[config.mk]
export PLATFORM = sky130hd
export DESIGN_NAME = risc_fetch_unit
export DESIGN_NICKNAME = d
export VERILOG_FILES = /design/src/rtl/risc_pkg.sv /design/src/rtl/risc_if_id_reg.sv /design/src/rtl/risc_fetch_unit.sv
export SDC_FILE = /design/constraint.sdc
export NUM_CORES = 1
export LEC_CHECK = 0
export CORE_UTILIZATION = 42
export DETAILED_ROUTE_END_ITERATION = 16
export PLACE_DENSITY = 0.77
export SLEW_MARGIN = 0
export SYNTH_ARGS = -nofsm -noshare
export SYNTH_HDL_FRONTEND = slang
export SYNTH_SLANG_ARGS = --single-unit
[constraint.sdc]
create_clock -name clk -period 2.2 [get_ports clk]
set_input_delay 0.44 -clock clk [delete_from_list [all_inputs] [get_ports clk]]
set_output_delay 0.44 -clock clk [all_outputs]
set_load 0.02 [all_outputs]
[src/rtl/risc_pkg.sv]
// Shared definitions for the RISC pipeline: datapath width, bubble encoding
// and the IF/ID pipeline register payload.
package risc_pkg;

  localparam int XLEN = 32;
  localparam logic [XLEN-1:0] NOP_INSTR        = 32'h0000_0013;
  localparam logic [XLEN-1:0] DEFAULT_RESET_PC = 32'h0000_0000;

  typedef struct packed {
    logic            valid;
    logic [XLEN-1:0] instr;
    logic [XLEN-1:0] pc;
    logic [XLEN-1:0] pc_plus4;
  } if_id_t;

endpackage

[src/rtl/risc_if_id_reg.sv]
// IF/ID pipeline register: flush beats load beats hold. A flush only turns the
// slot into a bubble; the pc fields keep their last contents.
module risc_if_id_reg
  import risc_pkg::*;
#(
  parameter logic [XLEN-1:0] FLUSH_INSTR = NOP_INSTR
) (
  input  logic   clk,
  input  logic   rst_n,
  input  logic   load_i,
  input  logic   flush_i,
  input  if_id_t d_i,
  output if_id_t q_o
);

  if_id_t slot_q, slot_d;

  always_comb begin
    slot_d = slot_q;
    if (flush_i) begin
      slot_d.valid = 1'b0;
      slot_d.instr = FLUSH_INSTR;
    end else if (load_i) begin
      slot_d = d_i;
    end
  end

  always_ff @(posedge clk or negedge rst_n) begin
    if (!rst_n) begin
      slot_q.valid    <= 1'b0;
      slot_q.instr    <= FLUSH_INSTR;
      slot_q.pc       <= '0;
      slot_q.pc_plus4 <= '0;
    end else begin
      slot_q <= slot_d;
    end
  end

  assign q_o = slot_q;

endmodule

[src/rtl/risc_fetch_unit.sv]
// Instruction-fetch stage: owns the PC, addresses the combinational imem and
// fills IF/ID, with redirect taking priority over advance over hold.
module risc_fetch_unit
  import risc_pkg::*;
#(
  parameter logic [XLEN-1:0] RESET_PC  = DEFAULT_RESET_PC,
  parameter logic [XLEN-1:0] NOP_INSTR = risc_pkg::NOP_INSTR
) (
  input  logic            clk,
  input  logic            rst_n,
  output logic [29:0]     imem_address,
  input  logic [XLEN-1:0] imem_data,
  input  logic            id_ready,
  input  logic            redirect_valid,
  input  logic [XLEN-1:0] redirect_pc,
  output logic            if_id_valid,
  output logic [XLEN-1:0] if_id_instr,
  output logic [XLEN-1:0] if_id_pc,
  output logic [XLEN-1:0] if_id_pc_plus4,
  output logic            misalign_err,
  output logic [XLEN-1:0] fetch_count
);

  logic [XLEN-1:0] pc_q, pc_d;
  logic [XLEN-1:0] pc_plus4;
  logic [XLEN-1:0] fetch_count_q, fetch_count_d;
  logic            misalign_q, misalign_d;
  logic            advance;
  logic            load;
  if_id_t          if_id_d, if_id_q;

  assign pc_plus4 = pc_q + 32'd4;
  // An empty slot always fills, so bubbles never stall the front end.
  assign advance  = !if_id_q.valid || id_ready;
  assign load     = advance && !redirect_valid;

  always_comb begin
    pc_d          = pc_q;
    fetch_count_d = fetch_count_q;
    misalign_d    = 1'b0;
    if (redirect_valid) begin
      pc_d       = {redirect_pc[XLEN-1:2], 2'b00};
      misalign_d = |redirect_pc[1:0];
    end else if (advance) begin
      pc_d          = pc_plus4;
      fetch_count_d = fetch_count_q + 32'd1;
    end
  end

  always_comb begin
    if_id_d.valid    = 1'b1;
    if_id_d.instr    = imem_data;
    if_id_d.pc       = pc_q;
    if_id_d.pc_plus4 = pc_plus4;
  end

  always_ff @(posedge clk or negedge rst_n) begin
    if (!rst_n) begin
      pc_q          <= {RESET_PC[XLEN-1:2], 2'b00};
      fetch_count_q <= '0;
      misalign_q    <= 1'b0;
    end else begin
      pc_q          <= pc_d;
      fetch_count_q <= fetch_count_d;
      misalign_q    <= misalign_d;
    end
  end

  risc_if_id_reg #(
    .FLUSH_INSTR(NOP_INSTR)
  ) u_if_id (
    .clk    (clk),
    .rst_n  (rst_n),
    .load_i (load),
    .flush_i(redirect_valid),
    .d_i    (if_id_d),
    .q_o    (if_id_q)
  );

  assign imem_address   = pc_q[XLEN-1:2];
  assign if_id_valid    = if_id_q.valid;
  assign if_id_instr    = if_id_q.instr;
  assign if_id_pc       = if_id_q.pc;
  assign if_id_pc_plus4 = if_id_q.pc_plus4;
  assign misalign_err   = misalign_q;
  assign fetch_count    = fetch_count_q;

endmodule

==> results <==
-- logic make-up (layout without fill, tap and decap cells) --
| family | count (synthesis) | after routing | share of synthesized area (%) |
|---|---|---|---|
| simple gates | 369 | 369 | 23.2 |
| flops | 156 | 156 | 55.2 |
| compound gates | 88 | 88 | 6.22 |
| xor+xnor | 88 | 88 | 10.9 |
| buf+inv | 57 | 305 | 3.59 |
| mux | 3 | 3 | 0.460 |
| fa+ha+maj | 2 | 2 | 0.353 |
| other cells | 1 | 5 | 0.0530 |
-- power groups by stage --
stage	sequential, W	clock [W]	combinational (W)
after floorplan	0.00385	0	0.000535
after global placement	0.00349	0	0.00193
after detailed placement	0.00350	0	0.00196
after CTS	0.00346	0.00272	0.00197
after global routing	0.00350	0.00284	0.00209
final	0.00346	0.00267	0.00195
-- registers in the layout (all words and copies together), names as in the netlist --
name and cells:
u_if_id.q_o 93, misalign_err 1, pc_q 30, fetch_count 32
-- through the flow --
stage / setup TNS (ns) / std cells / setup WS, ns / total power (W) / utilization, %
floorplan: -0.107 / 767 / -0.107 / 0.00438 / -
global placement: 0 / 1201 / 0.0127 / 0.00542 / 59.2
detailed placement: 0 / 1201 / 0.0164 / 0.00546 / 59.2
CTS: 0 / 1234 / 0.0188 / 0.00814 / 62.5
global route: 0 / 1236 / 0.0208 / 0.00843 / 62.6
finish: 0 / 1236 / 0.0647 / 0.00807 / 62.6
-- critical path, cell delays in order (launching register included) --
cell and delay [ns]:
dfrtp_1 0.40, nand3_4 0.15, or4_4 0.61, or4_4 0.43, xnor2_1 0.15, mux2_2 0.27
-- cells in the final DEF (no fill, tap or decap), types with 25 or more instances in the layout --
| master | instances |
|---|---|
| nand3_1 | 29 |
| xnor2_1 | 52 |
| clkdlybuf4s50_1 | 221 |
| buf_4 | 42 |
| o21ai_0 | 53 |
| dfrtp_1 | 149 |
| nand2_1 | 243 |
| a21oi_1 | 29 |
| nand4_1 | 25 |
| xor2_1 | 36 |
-- per-layer routing --
| layer | track usage (%) | up-vias | share of wire, % |
|---|---|---|---|
| met3 | 5.96 | 18 | 6.2 |
| met5 | 0 | - | 0 |
| met2 | 37.5 | 187 | 48 |
| met4 | 8.46 | 0 | 1.5 |
| li1 | - | 2976 | - |
| met1 | 30.8 | 2956 | 45 |
-- layout make-up --
cell class | count | area share [%]
clock inverter | 11 | 0.677
tap | 220 | 2.66
clock buffer | 21 | 4.45
sequential | 156 | 37.8
multi-input combinational | 554 | 28.8
antenna | 1 | 0.0242
inverter | 3 | 0.109
timing repair buffer | 270 | 25.5
-- timing repair --
item,CTS,global route
hold buffers,1,0
endpoints found under the hold margin,29,0
setup endpoints to repair,0,9
gates resized for setup,0,2
buffers inserted,0,1
-- worst paths after layout --
path,start,end,slack (ns),cells past startpoint
worst max-delay path,pc_q[7]$_DFFE_PN0N_,u_if_id.q_o[24]$_DFFE_PN0P_,0.06,5
worst min-delay path,redirect_valid,fetch_count[5]$_DFFE_PN0N_,0.44,4
worst max register to register,pc_q[7]$_DFFE_PN0N_,u_if_id.q_o[24]$_DFFE_PN0P_,0.06,5
worst min register to register,u_if_id.q_o[53]$_DFFE_PN0P_,u_if_id.q_o[53]$_DFFE_PN0P_,0.47,2
max in group asynchronous,rst_n,u_if_id.q_o[65]$_DFFE_PN1P_,1.04,3
min in group asynchronous,rst_n,u_if_id.q_o[56]$_DFFE_PN0P_,0.48,2
==> impl_results.md <==
* Slew @ Worst Pin at 0.505 ns
* Leak pwr at 4.41 nW
* Die height at 132 um
* Commonest cells in the netlist: nand2_1 (244), dfrtp_1 (153), o21ai_0 (53)
* Fin. Hold Viols at 0
* Status: finished clean
* Combinational Power Share at 24.1%
* Synth Cell Area at slightly above 0.007 mm2
* Area after DPL at 0.00979 mm2
* Via count at 6,137
* Crit path DAT at 2.44 ns
* Worst path required time at 2.50 ns
* Final hold slack at approximately 0.44 ns
* Synth top area share at 54.1%
* Post-synthesis register bit count at 156
* Pins over their slew limit at 0
* Die width at 132 um
* Cell-internal power at roughly 0.0056 W
* Number of global-route vias before repair at 6,049
* Critical path fanouts, max at 6
* Hpwl dp at 13,900 um
* Initial antenna violation count at 1
* Synth Warn # at 0
* Die area at 0.0174 mm2
* Final GP Congestion at 0.809
* Antenna viol nets, final at 0
* Clock slew at reported path FFs at 0.06 ns
* Total routed wirelength at around 20,000 um
* Filler Cells Inserted at between 1k and 1.5k
* CTS tree: yes
* Largest net degree at the start of global routing at 64
* Routed len/inst at 15.7 um
* Worst vdd ir at 0.592 mV
* Area growth syn-to-layout at 46.1%
* Avg Vias per Cell at 4.97
* DR iter-0 viols at approximately 330
* Setup Viol. Count Final at 0
* Synth Flop Type: dfrtp_1
* Fmax at 0.468 GHz
* Post-route minimum period at roughly 2.1 ns
* GRT Total Usage at roughly a quarter
* # DRC at 0
* Seq/Total Area, Yosys at 55.2%
* Sequential cell area at approximately 0.0039 mm2
* Unique cell type count in the Yosys netlist at 36
* Cell Rows at 47
* CP Class: flip-flop to flip-flop
* Pre-antenna DRT Iters at 4
* Layout cell share with drive strength beyond 1 at 9.95%
* Main area contributors after synthesis: dfrtp_1 (54%), nand2_1 (13%), xnor2_1 (6.4%), xor2_1 (4.5%), o21ai_0 (3.7%)
* Multi-input logic area at roughly 0.003 mm2
* Net total in the final layout at 1,072
* Worst min path class: primary input to flip-flop
* Worst skew pair latency at around 0.42 ns
* Post-Syn Instances at around 760
* Pwr per Cell Area at 780 mW/mm2
* Io pins at 228
* Most frequent cell after synthesis: nand2_1
* Crit. End Element: flip-flop
* Synth area leader: dfrtp_1
* CTS Sinks at 156
* Fin crit share at 97.1%
* Worst Skew at 0.0104 ns
* Total grt overflow at 0
* Switch share at 30.5%
* H-tree levels at 4
* First-pass GRT wire length at 31,900 um
* Nature of the critical path startpoint: flip-flop
* Sequential power share at 42.9%
* Worst slew margin at 66.0%
* FFs w/ async S/R, synth at 100%
* Max cap viols at 0
* Port bufs at 223
* Clk buf depth at 2
* Switching power at 0.00246 W
* Final Cell Area at 0.0103 mm2
* Post-synth EDFFs at 0
* Syn_area_per_cell at 9.26 um2
* Core area at 0.0165 mm2
* Root buf cell: clkbuf_16
* Unrepaired setup endpoints after global routing: no
* Clk pwr share at 33.0%
* Num CTS Buffers at 17
* Initial Util at 42.8%
Power figures use the tool's default switching activity.
